[config.mk]
export PLATFORM = sky130hd
export DESIGN_NAME = mult_dispatcher
export DESIGN_NICKNAME = d
export VERILOG_FILES = /design/src/rtl/mult_dispatcher.sv
export SDC_FILE = /design/constraint.sdc
export NUM_CORES = 1
export LEC_CHECK = 0
export BUFFER_PORTS_ARGS = -buffer_cell sky130_fd_sc_hd__buf_2
export CAP_MARGIN = 0
export CORE_UTILIZATION = 44
export DETAILED_ROUTE_END_ITERATION = 10
export GPL_TIMING_DRIVEN = 0
export PLACE_DENSITY = 0.78
export SLEW_MARGIN = 20
export SYNTH_ARGS = -nofsm -noshare
export SYNTH_HDL_FRONTEND = slang
export SYNTH_SLANG_ARGS = --single-unit
[constraint.sdc]
create_clock -name clk -period 2.1 [get_ports clk]
set_input_delay 0.525 -clock clk [delete_from_list [all_inputs] [get_ports clk]]
set_output_delay 0.525 -clock clk [all_outputs]
set_load 0.02 [all_outputs]
[src/rtl/mult_dispatcher.sv]
// mult_dispatcher
//
// Operand dispatcher sitting in front of a sequential signed multiplier.
// The block does four things:
//   - buffers signed operand pairs in a DEPTH-entry FIFO;
//   - issues one pair at a time with a single-cycle mul_start pulse;
//   - waits for mul_done and captures the product;
//   - presents the product downstream on a valid/ready port with a wrapping
//     8-bit sequence tag.
// At most one multiplication is in flight, so results leave in FIFO order.
//
// Optional feature: define MULT_DISPATCH_TIMEOUT_EN to abort a job that
// spends TIMEOUT cycles in WAIT without mul_done. An aborted job still
// produces a result, with out_product=0 and out_err=1. Without the macro,
// WAIT lasts until mul_done arrives and out_err is tied low.
//
// Parameters:
//   WIDTH   operand width; the product is 2*WIDTH bits
//   DEPTH   operand FIFO entries (power of two, >= 2)
//   TIMEOUT maximum WAIT cycles before an abort (timeout build only)
//
// Ports:
//   clk, rst          clock and synchronous active-high reset. The
//                     multiplier's rst_n is expected to be driven from ~rst.
//   in_valid/in_ready upstream handshake; in_ready means the FIFO is not full
//   in_a, in_b        signed operand pair
//   out_valid/ready   downstream handshake for a held result
//   out_product       signed product
//   out_tag           sequence number of the result, modulo 256
//   out_err           result was aborted by timeout
//   mul_start         one-cycle start pulse to the multiplier
//   mul_multiplicand  operand to the multiplier, held until the next issue
//   mul_multiplier    operand to the multiplier, held until the next issue
//   mul_product       multiplier result
//   mul_done          multiplier completion
//   busy              FSM is not in IDLE
//   fifo_count        FIFO occupancy
module mult_dispatcher #(
  parameter int WIDTH   = 8,
  parameter int DEPTH   = 4,
  parameter int TIMEOUT = 64
) (
  input  logic                      clk,
  input  logic                      rst,
  input  logic                      in_valid,
  output logic                      in_ready,
  input  logic signed [WIDTH-1:0]   in_a,
  input  logic signed [WIDTH-1:0]   in_b,
  output logic                      out_valid,
  input  logic                      out_ready,
  output logic signed [2*WIDTH-1:0] out_product,
  output logic [7:0]                out_tag,
  output logic                      out_err,
  output logic                      mul_start,
  output logic signed [WIDTH-1:0]   mul_multiplicand,
  output logic signed [WIDTH-1:0]   mul_multiplier,
  input  logic signed [2*WIDTH-1:0] mul_product,
  input  logic                      mul_done,
  output logic                      busy,
  output logic [$clog2(DEPTH):0]    fifo_count
);

  localparam int AW = $clog2(DEPTH);
  localparam int CW = AW + 1;
  localparam logic [CW-1:0] FULL_COUNT = CW'(DEPTH);

  typedef enum logic [1:0] {
    S_IDLE,
    S_ISSUE,
    S_WAIT,
    S_OUTPUT
  } state_e;

  typedef struct packed {
    logic signed [WIDTH-1:0] a;
    logic signed [WIDTH-1:0] b;
  } pair_t;

  if (DEPTH < 2 || (DEPTH & (DEPTH - 1)) != 0 || TIMEOUT < 1) begin : g_bad_params
    $error("mult_dispatcher: DEPTH must be a power of two >= 2 and TIMEOUT >= 1");
  end

  state_e                    state_q, state_d;
  logic [CW-1:0]             count_q, count_d;
  logic [AW-1:0]             wr_ptr_q, wr_ptr_d;
  logic [AW-1:0]             rd_ptr_q, rd_ptr_d;
  pair_t                     fifo_mem_q [DEPTH];
  logic                      mul_start_q, mul_start_d;
  logic signed [WIDTH-1:0]   mul_a_q, mul_a_d;
  logic signed [WIDTH-1:0]   mul_b_q, mul_b_d;
  logic                      out_valid_q, out_valid_d;
  logic signed [2*WIDTH-1:0] out_product_q, out_product_d;
  logic [7:0]                out_tag_q, out_tag_d;

  logic push;
  logic pop;

  // in_ready depends only on the registered count, so a push into a full
  // FIFO cannot happen even when a pop occurs in the same cycle.
  assign in_ready = (count_q != FULL_COUNT);
  assign push     = in_valid & in_ready;
  // The FIFO head is consumed on the IDLE -> ISSUE edge.
  assign pop      = (state_q == S_IDLE) && (count_q != '0);

`ifdef MULT_DISPATCH_TIMEOUT_EN
  localparam int TW = $clog2(TIMEOUT + 1);
  localparam logic [TW-1:0] WAIT_LAST = TW'(TIMEOUT - 1);

  logic [TW-1:0] wait_cnt_q, wait_cnt_d;
  logic          out_err_q, out_err_d;
  logic          timed_out;

  // The counter holds 0 outside WAIT, so it starts from 0 on every entry.
  // Its value is the number of WAIT cycles already spent, so the abort
  // fires after exactly TIMEOUT cycles in WAIT.
  assign wait_cnt_d = (state_q == S_WAIT) ? wait_cnt_q + TW'(1) : '0;
  assign timed_out  = (wait_cnt_q == WAIT_LAST);
  assign out_err    = out_err_q;

  always_ff @(posedge clk) begin
    if (rst) begin
      wait_cnt_q <= '0;
      out_err_q  <= 1'b0;
    end else begin
      wait_cnt_q <= wait_cnt_d;
      out_err_q  <= out_err_d;
    end
  end
`else
  assign out_err = 1'b0;
`endif

  // FIFO bookkeeping. A simultaneous push and pop leaves the count unchanged.
  always_comb begin
    wr_ptr_d = wr_ptr_q;
    rd_ptr_d = rd_ptr_q;
    count_d  = count_q;
    if (push) wr_ptr_d = wr_ptr_q + AW'(1);
    if (pop)  rd_ptr_d = rd_ptr_q + AW'(1);
    case ({push, pop})
      2'b10:   count_d = count_q + CW'(1);
      2'b01:   count_d = count_q - CW'(1);
      default: count_d = count_q;
    endcase
  end

  // Control FSM: next state and registered outputs.
  always_comb begin
    // NOTE: every signal written here gets its hold value first, so no path
    // through the case leaves one unassigned and no latch is inferred.
    state_d       = state_q;
    mul_start_d   = 1'b0;
    mul_a_d       = mul_a_q;
    mul_b_d       = mul_b_q;
    out_valid_d   = out_valid_q;
    out_product_d = out_product_q;
    out_tag_d     = out_tag_q;
`ifdef MULT_DISPATCH_TIMEOUT_EN
    out_err_d     = out_err_q;
`endif
    case (state_q)
      S_IDLE: begin
        if (count_q != '0) begin
          state_d     = S_ISSUE;
          mul_start_d = 1'b1;
          mul_a_d     = fifo_mem_q[rd_ptr_q].a;
          mul_b_d     = fifo_mem_q[rd_ptr_q].b;
        end
      end
      S_ISSUE: begin
        state_d = S_WAIT;
      end
      S_WAIT: begin
        // mul_done is only looked at here, so a stray or late done in any
        // other state has no effect.
        if (mul_done) begin
          state_d       = S_OUTPUT;
          out_valid_d   = 1'b1;
          out_product_d = mul_product;
`ifdef MULT_DISPATCH_TIMEOUT_EN
          out_err_d     = 1'b0;
        end else if (timed_out) begin
          state_d       = S_OUTPUT;
          out_valid_d   = 1'b1;
          out_product_d = '0;
          out_err_d     = 1'b1;
`endif
        end
      end
      S_OUTPUT: begin
        if (out_valid_q && out_ready) begin
          state_d     = S_IDLE;
          out_valid_d = 1'b0;
          out_tag_d   = out_tag_q + 8'd1;
        end
      end
      default: state_d = S_IDLE;
    endcase
  end

  // NOTE: the operand storage has no reset; the count and pointers define
  // which entries are live, so clearing the array would only cost logic.
  always_ff @(posedge clk) begin
    if (push) fifo_mem_q[wr_ptr_q] <= '{a: in_a, b: in_b};
  end

  // NOTE: state is updated with non-blocking assignments so every flop
  // samples the values from before the clock edge.
  always_ff @(posedge clk) begin
    if (rst) begin
      state_q       <= S_IDLE;
      count_q       <= '0;
      wr_ptr_q      <= '0;
      rd_ptr_q      <= '0;
      mul_start_q   <= 1'b0;
      mul_a_q       <= '0;
      mul_b_q       <= '0;
      out_valid_q   <= 1'b0;
      out_product_q <= '0;
      out_tag_q     <= '0;
    end else begin
      state_q       <= state_d;
      count_q       <= count_d;
      wr_ptr_q      <= wr_ptr_d;
      rd_ptr_q      <= rd_ptr_d;
      mul_start_q   <= mul_start_d;
      mul_a_q       <= mul_a_d;
      mul_b_q       <= mul_b_d;
      out_valid_q   <= out_valid_d;
      out_product_q <= out_product_d;
      out_tag_q     <= out_tag_d;
    end
  end

  assign mul_start        = mul_start_q;
  assign mul_multiplicand = mul_a_q;
  assign mul_multiplier   = mul_b_q;
  assign out_valid        = out_valid_q;
  assign out_product      = out_product_q;
  assign out_tag          = out_tag_q;
  assign busy             = (state_q != S_IDLE);
  assign fifo_count       = count_q;

endmodule
After elaboration in Yosys (flattened, before gate mapping)
Memory sizes are Yosys's and may differ from the RTL's. A register that Yosys moved wholly into a read port is not among the register bits.
Cells that the tools add are included.

operators by class
  $add $sub $neg = 5
  $mul = 0
  divide/modulo/power cells = 0
  order comparisons = 0
  equality and inequality tests = 9
  shifts and indexed selects = 0
  muxes and demuxes = 11
  bitwise gates (word level) = 2
  reductions and logical operators = 13

operator list
  operator               number
  $add A8 B1 Y8 const B  1
  $pmux W2 S4            1
  $eq A2 B2 Y1 const B   3
  $mux W2                3
  $pmux W3 S2            1
  $reduce_and A2 Y1      3
  $reduce_and A3 Y1      2
  $reduce_bool A2 Y1     3
  $mux W1                5
  $add A2 B1 Y2 const B  2
  $eq A2 B1 Y1 const B   2
  $ne A2 B2 Y1 const B   2
  $add A3 B1 Y3 const B  1
  $ne A3 B3 Y1 const B   1
  $reduce_bool A3 Y1     1
  $sub A3 B1 Y3 const B  1
  $logic_and A1 B1 Y1    2
  $logic_not A2 Y1       1
  $ne A2 B1 Y1 const B   1
  $pmux W1 S2            1
  $reduce_or A2 Y1       1
  $and A1 B1 Y1          1
  $not A1 Y1             1

storage, ports and cells
  register bits after elaboration = 35
  bits in latches = 0
  memory bits (writable) = 64
  bits in read-only memories = 0
  input bits = 37
  output and inout bits = 48
  word-level logic and storage cells = 49
  memories kept = 1

memory list
  memory      depth  bits a word  rd ports  clocked after Yosys merged registers in  write ports  RTL line  RTL
  fifo_mem_q  4      16           1         1                                        1            87        pair_t fifo_mem_q [DEPTH];

Depth between registers and ports, before layout
Gate-level depths: netlist of the first run.

  word-level depth = 4
  mapped depth = 9
  depth with buffers taken out = 9

Worst setup path before layout of the first run
No wires, ideal clock.

  path kind = reg2reg
  start = register count_q[2], in the netlist fifo_count[2]
  end = register count_q[2], in the netlist fifo_count[2]
  setup time = 70 ps
  data arrival time = 2264 ps
  data required time = 2030 ps
  slack = -234 ps
  cell stages (with the launch flop) = 10
  path buffers = 1
  clock period less this slack = 2334 ps
  path through = dfxtp_1 -> or3b_1 -> buf_2 -> nand2_1 -> ha_1 -> inv_1 -> fa_1 -> xor2_1 -> or3_1 -> a21oi_1

on the way
  longest elaborated chain between the ends = 4
  elaborated cells on any way between the ends = 10
  those cells by class = add/sub: 2; eq/ne: 3; mux: 1; bitwise: 1; reduce/logical: 3

RTL lines
  what                                               RTL line  RTL
  start: declaration                                 84        logic [CW-1:0] count_q, count_d;
  start signal: assignment                           223       count_q <= count_d;
  $ne A3 B3 Y1 *                                     100       assign in_ready = (count_q != FULL_COUNT);
  named net in_ready                                 46        output logic in_ready,
  $and A1 B1 Y1 *                                    101       assign push = in_valid & in_ready;
  $eq A2 B1 Y1 or $eq A2 B2 Y1 (tied branches)       140       case ({push, pop})
  $pmux W3 S2 or $reduce_bool A2 Y1 (tied branches)  --

The timed path passes the listed nets; every way through them passes the cells marked *.
A chain may end at the register's enable or synchronous reset.

Final worst setup path of the first run
  start = register count_q[0], in the netlist fifo_count[0]
  end = register count_q[2], in the netlist fifo_count[2]

on the way
  longest elaborated chain between the ends = 4
  elaborated cells on any way between the ends = 10
  those cells by class = add/sub: 2; eq/ne: 3; mux: 1; bitwise: 1; reduce/logical: 3

RTL lines
  what                                                  RTL line
  $ne A3 B3 Y1 or $reduce_bool A3 Y1 (tied branches)    100, 103
  $and A1 B1 Y1 or $logic_and A1 B1 Y1 (tied branches)  101, 103
  $eq A2 B1 Y1 or $eq A2 B2 Y1 (tied branches)          140
  $pmux W3 S2 or $reduce_bool A2 Y1 (tied branches)     --

Parallel ways exist; a longest one is shown, timed or not.

==> results of run 1 <==
critical path: stages, from the launching register on:
cell and delay (ns):
dfxtp_4 0.34, or3b_1 0.39, buf_6 0.14, nand2_4 0.06
ha_4 0.13, inv_2 0.04, fa_2 0.33, xor2_1 0.16
or3_1 0.31, a21oi_1 0.12
power breakdown:
part / internal [uW] / switching, uW
Clock: 1690 / 1040
Sequential: 2740 / 144
Combinational: 834 / 1090
Total: 5260 / 2270
metrics by stage:
stage          hold slack (ns)  TNS (ns)
2_1_floorplan            0.466         0
3_3_place_gp             0.441  -0.00861
3_5_place_dp             0.451    -0.110
4_1_cts                  0.209         0
5_1_grt                  0.207   -0.0879
6_report                 0.231         0
cell type report:
| cell class | instances | area, sq um |
|---|---|---|
| Fill cell | 768 | 4090 |
| Sequential cell | 115 | 2950 |
| Multi-Input combinational cell | 165 | 1340 |
| Clock inverter | 12 | 121 |
| Buffer | 17 | 108 |
| Tap cell | 133 | 166 |
| Timing Repair Buffer | 88 | 455 |
| Inverter | 9 | 33.8 |
| Clock buffer | 20 | 457 |
timing repair:
| action | 4_1_cts | 5_1_grt |
|---|---|---|
| hold buffers | 0 | 0 |
| resized for setup | 2 | 1 |
| setup endpoints to repair | 3 | 3 |
| pin swaps | 4 | 1 |
| setup buffers | 6 | 0 |
path summary, 6_finish.rpt:
check / cells after the start / to / startpoint
worst max-delay path: 9 / fifo_count[2]$_SDFFE_PP0P_ / fifo_count[0]$_SDFFE_PP0P_
worst min-delay path: 1 / fifo_mem_q[0][8]$_DFFE_PP_ / in_a[0]
worst max register to register: 9 / fifo_count[2]$_SDFFE_PP0P_ / fifo_count[0]$_SDFFE_PP0P_
worst min register to register: 2 / out_product[3]$_SDFFE_PP0P_ / out_product[3]$_SDFFE_PP0P_
routing by layer:
metal,up-vias,GRT usage
met5,-,0
met1,1409,0.208
met2,99,0.307
li1,1349,-
met3,16,0.0657
met4,0,0.0835
state kept, by name (all words and copies together) (netlist names):
signal,count
fifo_count,3
mul_multiplier,8
wr_ptr_q,2
fifo_mem_q,64
out_valid,1
out_product,16
state_q,2
out_tag,8
mul_start,1
rd_ptr_q,2
mul_multiplicand,8
cell usage in the layout, fill, tap and decap left out, drive strengths merged, types with 3 or more instances in the layout:
master / instances
or4: 3
nand2: 37
nor2: 9
inv: 13
and3: 4
clkinvlp: 4
o31ai: 3
nand3: 6
edfxtp: 64
buf: 101
nand2b: 3
mux2i: 3
a22o: 16
or3: 3
o21ai: 4
clkbuf: 24
a21oi: 26
mux4: 16
xor2: 5
clkinv: 3
dfxtp: 51
ha: 10
synth_stat cells, types with 2 or more instances:
cell type | number | area share
o31ai_1 | 3 | 0.0051
nand2b_1 | 3 | 0.0043
and3_1 | 4 | 0.0057
buf_4 | 3 | 0.0051
ha_1 | 10 | 0.029
edfxtp_1 | 64 | 0.44
or3_2 | 2 | 0.0034
mux4_2 | 16 | 0.082
clkbuf_1 | 4 | 0.0034
o21ai_0 | 4 | 0.0046
nand3_1 | 5 | 0.0057
a21o_1 | 2 | 0.0034
buf_2 | 3 | 0.0034
xor2_1 | 5 | 0.010
inv_1 | 9 | 0.0077
nor2_1 | 8 | 0.0068
buf_6 | 3 | 0.0077
buf_1 | 4 | 0.0034
or4_1 | 3 | 0.0051
dfxtp_1 | 51 | 0.23
a22o_1 | 16 | 0.032
nand4_1 | 2 | 0.0029
mux2i_1 | 3 | 0.0068
o21bai_1 | 2 | 0.0034
a21oi_1 | 26 | 0.030
nand2_1 | 37 | 0.032
cells by family after synthesis:
| group | after synthesis | share of synthesized area |
|---|---|---|
| fa+ha+maj | 11 | 0.0331 |
| simple gates | 72 | 0.0790 |
| other cells | 1 | 0.000855 |
| buf+inv | 26 | 0.0308 |
| mux | 19 | 0.0890 |
| compound gates | 56 | 0.0842 |
| xor+xnor | 6 | 0.0120 |
| flops | 115 | 0.671 |
==> impl_metrics.toml, run 1 <==
[final_layout]
syn_to_final_growth_pct = 28.6
stdcell_count = 559
postLayoutCoreUtil = 0.579
diodes = 0
final_layout_size_suffix_gt1_frac = 0.371
final_nets = 461
post-route-cell-area_sq_um = 5640

[clock_tree]
root_buffer = "clkbuf_8"
clk-insertion-delay-late_ns = 0.51
cts_sinks = 115
cts_tree = "built"
htreeDepth = 4
cts_buffers = 17
clockBufferDepth = 2
clkTransAtPathRegs_ns = 0.06

[sta]
hold_viol = 0
slew_headroom = 0.414
fin_ws_ns = 0.00889
clock_skew_ns = 0.00538
final.min_clock_period_ns = 2.09
final-max-slew-violation-count = 0
setup_viol = 0
rsz0062_at_grt = "true"
tightest_slew_ns = 0.879
finalCritPeriodShare = 0.996
max_clock_freq_mhz = 478

[logic_synthesis]
syn_nets = 354
async_reset_ff_frac = 0
synth_flop_cell = "edfxtp_1"
syn_area_per_cell_sq_um = 14.3
syn_area_sq_um = 4390
synthCells = 306
ys_seq_area_frac = 0.671
synth-edff-count = 64
netlist-cell-type-count = 40
yosysWarnings = 0
ys_seq_elements = 115

[global_route]
globalRouteOverflowTotal = 0
grt_pass1_wl_um = 13600
grt_pass1_vias = 2817
grtUsageTotal = 0.182
antenna_found_initial = 0
grt_max_degree = 17

[pwr]
power_uw = 7540
p_leak_uw = 0.00219
power.density_nw_per_um2 = 1340
ir_drop_uv = 640

[die]
die-width_um = 102
io_pins = 85
die_h_um = 102
rows = 36
dieArea_sq_um = 10400
start_util = 0.451
coreArea_sq_um = 9730

[route]
first_iter_violations = 118
top_layer = "met4"
wl_met2_um = 4400
wl_met1_um = 3650
vias = 2873
finalWirelength_um = 8690
viasPerCell = 5.14
met3_wirelength_um = 508
wl_per_cell_um = 15.6
drcViolationCount = 0
firstDrtPassIters = 4
final_antenna_net_count = 0

[place]
place_hpwl_um = 5780
place_area_sq_um = 5000
dpl_worst_slack_ns = -0.110
dp_cells = 521
gp_congestion = 0.784
numPortBuffers = 82

[run_status]
status = "finished clean"

[worst_setup_path]
worstPathMaxFanout = 3
cp-end-kind = "register"
worst_setup_path_start_kind = "register"
timing_worst_setup_path_type = "register to register"
crit_required_ns = 2.53
worstPathArrival_ns = 2.52
rrSetupSlack_ns = 0.009

[hold_path]
min_path_type = "input pin to register"

[run]
max-cap-violations = 0
Note: power is estimated with default switching activity, not from simulation.
==> run 2, diff against run 1 <==
--- a/config.mk
+++ b/config.mk
@@ -5,6 +5,7 @@
 export SDC_FILE = /design/constraint.sdc
 export NUM_CORES = 1
 export LEC_CHECK = 0
+export ABC_AREA = 1
 export BUFFER_PORTS_ARGS = -buffer_cell sky130_fd_sc_hd__buf_2
 export CAP_MARGIN = 0
 export CORE_UTILIZATION = 44
==> run 2 against run 1 <==
  * First-iteration DRC count rose to 2.6 times the previous value
  * Synthesized cell count rose by 55%
  * Non-clock buffer count rose by 4
  * Sequential cell count did not move
  * Sequential power barely moved
  * Setup slack improved by 0.094 ns
  * Routed wire length rose by 22%
  * Via count rose by 27%
  * Critical path type unchanged
  * Largest power group unchanged
==> impl_metrics.toml, run 2 <==
[run_status]
status = "finished clean"

[worst_setup_path]
cp-end-kind = "register"
cp_slowest_stage_delay_ns = 0.37
worstPathArrival_ns = 2.40
cp.depth = 12
cp_slowest_cell = "fa_1"
r2r_cells = 12
worst_setup_path_start_kind = "register"
cp_top_family = "adder cells"
timing_worst_setup_path_type = "register to register"
regToRegStartpoint = "state_q[0]$_SDFFE_PP0P_"
crit_required_ns = 2.50
path_cells = "inv_2 -> ha_4 -> nand2_2 -> inv_4 -> buf_6 -> ha_1 -> inv_1 -> fa_1 -> nand2_1 -> nand3_1 -> o21ai_0 -> a21oi_1"
cp.buffers_inverters = 4
crit_start = "state_q[0]$_SDFFE_PP0P_"
worstPathMaxFanout = 10

[global_route]
grt_pass1_vias = 3483
grt_pass1_wl_um = 16800
globalRouteOverflowTotal = 0
grt_max_degree = 17
antenna_found_initial = 0
grtUsageTotal = 0.202

[final_layout]
stdcell_count = 729
num-fill-cells = 855
syn_to_final_growth_pct = 26.1
largest_register_ffs = 64
top_register = "fifo_mem_q"
multiInputGateArea_sq_um = 1450
diodes = 0
regArea_sq_um = 2940
layout_common_cells = "nor2_1 (142), buf_2 (88), edfxtp_1 (64)"
final_common_cell = "nor2_1"
final_nets = 628
final_layout_size_suffix_gt1_frac = 0.268
postLayoutCoreUtil = 0.572
post-route-cell-area_sq_um = 5900

[place]
place_hpwl_um = 7150
gp_congestion = 0.803
numPortBuffers = 83
dp_cells = 696
place_area_sq_um = 5330

[logic_synthesis]
synth-edff-count = 64
synthCells = 473
ys_seq_area_frac = 0.629
syn_nets = 521
ys_seq_elements = 115
synth_area_leaders = "edfxtp_1 (41%), dfxtp_1 (22%), nor2_1 (12%)"
syn_area_per_cell_sq_um = 9.89
async_reset_ff_frac = 0
synth_top_area_cell = "edfxtp_1"
yosysWarnings = 0
synth_flop_cell = "edfxtp_1"
syn_area_sq_um = 4680
synth_common_cells = "nor2_1 (146), edfxtp_1 (64), o21ai_0 (58)"
yosysMostFrequentCell = "nor2_1"
netlist-cell-type-count = 26
netlist.area_leader.share = 0.411

[clock_tree]
clk-insertion-delay-late_ns = 0.52
cts_tree = "built"
htreeDepth = 4
root_buffer = "clkbuf_8"
ctsHoldBuffers = 0
clkTransAtPathRegs_ns = 0.06
cts_buffers = 17
cts_sinks = 115
clockBufferDepth = 2

[die]
die_h_um = 105
dieArea_sq_um = 11100
rows = 37
die-width_um = 105
start_util = 0.453
io_pins = 85
coreArea_sq_um = 10300

[sta]
setup_viol = 0
finalCritPeriodShare = 0.951
final-max-slew-violation-count = 0
rsz0062_at_grt = "false"
hold_viol = 0
final.min_clock_period_ns = 2.00
slew_headroom = 0.616
max_clock_freq_mhz = 501
whs_ns = 0.221
tightest_slew_ns = 0.575
clock_skew_ns = 0.00738

[route]
drcViolationCount = 0
vias = 3641
final_antenna_net_count = 0
viasPerCell = 4.99
finalWirelength_um = 10600
first_iter_violations = 312
wl_per_cell_um = 14.6
firstDrtPassIters = 5

[pwr]
ir_drop_uv = 549
clkPwrFrac = 0.320
power.density_nw_per_um2 = 1390
intPower_uw = 5270
p_sw_frac = 0.356
pwr-share-comb = 0.325
p_leak_uw = 0.00250
pwr-share-seq = 0.356
switchingPower_uw = 2910

[run]
max-cap-violations = 0

[hold_path]
hold_depth = 1
min_from = "in_a[6]"
min_path_type = "input pin to register"
==> run 2: cell count changes after synthesis, moves of 16 or more <==
cell     before  now
o21ai_1       0   16
nor2_1        8  146
inv_1         9   28
a22o_1       16    0
mux4_2       16    0
o21ai_0       4   58
==> run 2: cell type report <==
type / instances / share of cell area
clock inverter: 15 / 0.0227
multi-input combinational: 303 / 0.245
tap: 136 / 0.0288
timing repair buffer: 88 / 0.0812
buffer: 21 / 0.0303
sequential: 115 / 0.499
inverter: 34 / 0.0229
clock buffer: 17 / 0.0702
==> run 2: power by group through the flow <==
stage	clock network [uW]	logic, uW	registers (uW)
final	2610	2650	2910
after global routing	2750	2930	2940
after CTS	2640	2600	2910
after detailed placement	0	2560	2950
after global placement	0	2430	2930
after floorplan	0	1560	3160
==> run 2: final timing paths <==
path                                               endpoint  slack, ns
worst max-delay path             fifo_count[2]$_SDFFE_PP0P_       0.10
worst min-delay path            fifo_mem_q[2][14]$_DFFE_PP_       0.22
worst min register to register  out_product[2]$_SDFFE_PP0P_       0.48
worst max register to register   fifo_count[2]$_SDFFE_PP0P_       0.10
==> run 2: repair_timing <==
action / 4_1_cts / 5_1_grt
setup endpoints to repair: 1 / 1
buffers inserted: 0 / 1
pin swaps: 0 / 0
resized for setup: 3 / 2
==> run 2: kinds of logic after synthesis <==
| kind of cell | after synthesis | synth area share |
|---|---|---|
| flip-flops | 115 | 0.629 |
| AO/OA/AOI/OAI | 87 | 0.0936 |
| adder cells (fa/ha/maj) | 11 | 0.0310 |
| AND/OR/NAND/NOR | 203 | 0.177 |
| buffers and inverters | 55 | 0.0666 |
| other | 1 | 0.000801 |
| XOR/XNOR | 1 | 0.00187 |
==> run 2: metrics by stage <==
stage,setup TNS [ns],total power (uW),setup WS (ns)
2_1_floorplan,0,4720,0.0456
3_3_place_gp,-14.76,5360,-0.281
3_5_place_dp,-0.0716,5500,-0.0716
4_1_cts,0,8150,0.0219
5_1_grt,0,8630,0.00828
6_report,0,8180,0.102
==> run 2: per-layer routing <==
layer	vias up	share of wire	global-route usage	routed length [um]
met2	167	0.50	0.343	5340
met4	0	0.017	0.103	181
met3	17	0.079	0.0543	841
met5	-	0	0	0
met1	1678	0.40	0.233	4280
li1	1779	-	-	-
==> run 3, diff against run 2 <==
--- a/config.mk
+++ b/config.mk
@@ -8,10 +8,13 @@
 export ABC_AREA = 1
 export BUFFER_PORTS_ARGS = -buffer_cell sky130_fd_sc_hd__buf_2
 export CAP_MARGIN = 0
-export CORE_UTILIZATION = 44
+export CELL_PAD_IN_SITES_DETAIL_PLACEMENT = 1
+export CELL_PAD_IN_SITES_GLOBAL_PLACEMENT = 1
+export CORE_UTILIZATION = 38
+export CTS_CLUSTER_SIZE = 12
 export DETAILED_ROUTE_END_ITERATION = 10
 export GPL_TIMING_DRIVEN = 0
-export PLACE_DENSITY = 0.78
+export PLACE_DENSITY = 0.85
 export SLEW_MARGIN = 20
 export SYNTH_ARGS = -nofsm -noshare
 export SYNTH_HDL_FRONTEND = slang
==> run 3 against run 2 <==
  * Sequential power about the same
  * Largest cell class unchanged
  * Global-route usage increased by 0.56 points
  * Power grew 6.9%
  * Cell count up 1.8%
  * Sequential cell count stayed put
  * Critical endpoint unchanged
==> impl_metrics.toml, run 3 (synthesis results as in run 2) <==
[sta]
tightest_slew_ns = 0.522
setup_viol = 0
hold_viol = 0
slew_headroom = 0.652
finalCritPeriodShare = 0.945
max_clock_freq_mhz = 504
final-max-slew-violation-count = 0
final.min_clock_period_ns = 1.99
clock_skew_ns = 0.00895

[pwr]
pwr-share-seq = 0.334
clkPwrFrac = 0.353
p_sw_frac = 0.334
ir_drop_uv = 623
switchingPower_uw = 2920
p_leak_uw = 0.00255
pwr-share-comb = 0.312
intPower_uw = 5820
power.density_nw_per_um2 = 1450

[clock_tree]
root_buffer = "clkbuf_16"
clockBufferDepth = 2
clk-insertion-delay-late_ns = 0.42
htreeDepth = 4
cts_buffers = 17
ctsHoldBuffers = 0
clkTransAtPathRegs_ns = 0.05
cts_tree = "built"
cts_sinks = 115

[worst_setup_path]
worst_setup_path_start_kind = "register"
timing_worst_setup_path_type = "register to register"
cp_slowest_stage_delay_ns = 0.34
cp_slowest_cell = "fa_2"
cp-end-kind = "register"
path_cells = "inv_2 -> ha_4 -> nand2_2 -> inv_4 -> buf_6 -> ha_2 -> inv_1 -> fa_2 -> nand2_1 -> nand3_2 -> o21ai_1 -> a21oi_1"
crit_required_ns = 2.40
worstPathMaxFanout = 10
worstPathArrival_ns = 2.28

[final_layout]
final_common_cell = "nor2_1"
num-fill-cells = 1393
diodes = 0
regArea_sq_um = 2940
layout_common_cells = "nor2_1 (142), buf_2 (88), edfxtp_1 (64)"
post-route-cell-area_sq_um = 6010
stdcell_count = 742
top_register = "fifo_mem_q"
final_layout_size_suffix_gt1_frac = 0.267
syn_to_final_growth_pct = 28.4
largest_register_ffs = 64
final_nets = 630
multiInputGateArea_sq_um = 1460

[run_status]
status = "finished clean"

[die]
start_util = 0.390
die_h_um = 113
io_pins = 85
dieArea_sq_um = 12800
rows = 40
coreArea_sq_um = 12000
die-width_um = 113

[route]
finalWirelength_um = 12200
vias = 3691
drcViolationCount = 0
firstDrtPassIters = 4
viasPerCell = 4.97
first_iter_violations = 213
wl_per_cell_um = 16.5
final_antenna_net_count = 0

[place]
dp_cells = 707
gp_congestion = 0.740
numPortBuffers = 83
place_area_sq_um = 5340
place_hpwl_um = 8650

[global_route]
grt_max_degree = 17
grt_pass1_wl_um = 19800
antenna_found_initial = 0
grtUsageTotal = 0.207
grt_pass1_vias = 3902
globalRouteOverflowTotal = 0

[run]
max-cap-violations = 0

[hold_path]
min_path_type = "input pin to register"
==> run 3: cell count changes in the layout (fill, tap and decap cells not counted), sizes merged <==
cell / change
clkbuf: +5
clkinvlp: -5
clkinv: -1
inv: -3
buf: +2
bufinv: +4
==> run 3: stage by stage <==
step | setup slack [ns] | total power, uW | util | hold WS (ns) | TNS, ns
6_report | 0.115 | 8740 | 0.500 | 0.326 | 0
5_1_grt | -0.00674 | 9210 | 0.500 | 0.317 | -0.00674
4_1_cts | 0.0331 | 8780 | 0.498 | 0.312 | 0
3_5_place_dp | -0.127 | 5600 | 0.444 | 0.468 | -0.127
3_3_place_gp | -0.320 | 5400 | 0.439 | 0.460 | -17.50
2_1_floorplan | 0.0456 | 4720 | - | 0.480 | 0
==> run 3: worst max-delay path, delay by kind of cell (launching register included) <==
kind | cells | cell delay, ns
adders and majority gates | 3 | 0.69
buffers and inverters | 4 | 0.36
DFF | 1 | 0.33
and+or+nand+nor | 3 | 0.29
AOI/OAI and AO/OA | 2 | 0.19
==> run 3: final timing paths <==
kind / start / end / slack [ns] / cells after the start
setup / recovery: state_q[0]$_SDFFE_PP0P_ / fifo_count[2]$_SDFFE_PP0P_ / 0.11 / 12
hold / removal: in_a[3] / fifo_mem_q[2][11]$_DFFE_PP_ / 0.33 / 1
setup reg to reg: state_q[0]$_SDFFE_PP0P_ / fifo_count[2]$_SDFFE_PP0P_ / 0.11 / 12
hold reg to reg: out_product[4]$_SDFFE_PP0P_ / out_product[4]$_SDFFE_PP0P_ / 0.48 / 2
==> run 3: layout make-up <==
type                            count  share of cell area
Clock inverter                     10              0.0302
Tap cell                          147              0.0306
Inverter                           34              0.0225
Timing Repair Buffer               90              0.0810
Clock buffer                       22              0.0739
Sequential cell                   115               0.490
Buffer                             21              0.0298
Multi-Input combinational cell    303               0.243
==> run 3: power by group through the flow <==
stage          clock [uW]  sequential (uW)  combinational, uW
5_1_grt              3230             2950               3040
6_report             3090             2920               2730
3_3_place_gp            0             2940               2460
2_1_floorplan           0             3160               1560
4_1_cts              3130             2930               2720
3_5_place_dp            0             2960               2630
==> run 3: metal layers <==
metal	wire [um]	vias to the layer above	global-route usage
li1	-	1773	-
met3	568	27	0.0546
met4	362	0	0.108
met2	6170	98	0.362
met1	5140	1793	0.233
met5	0	-	0
==> run 3: what timing repair did <==
| item | CTS | global route |
|---|---|---|
| buffers inserted | 1 | 2 |
| gates resized for setup | 6 | 3 |
| pin swaps | 0 | 1 |
| endpoints found under the setup margin | 1 | 1 |
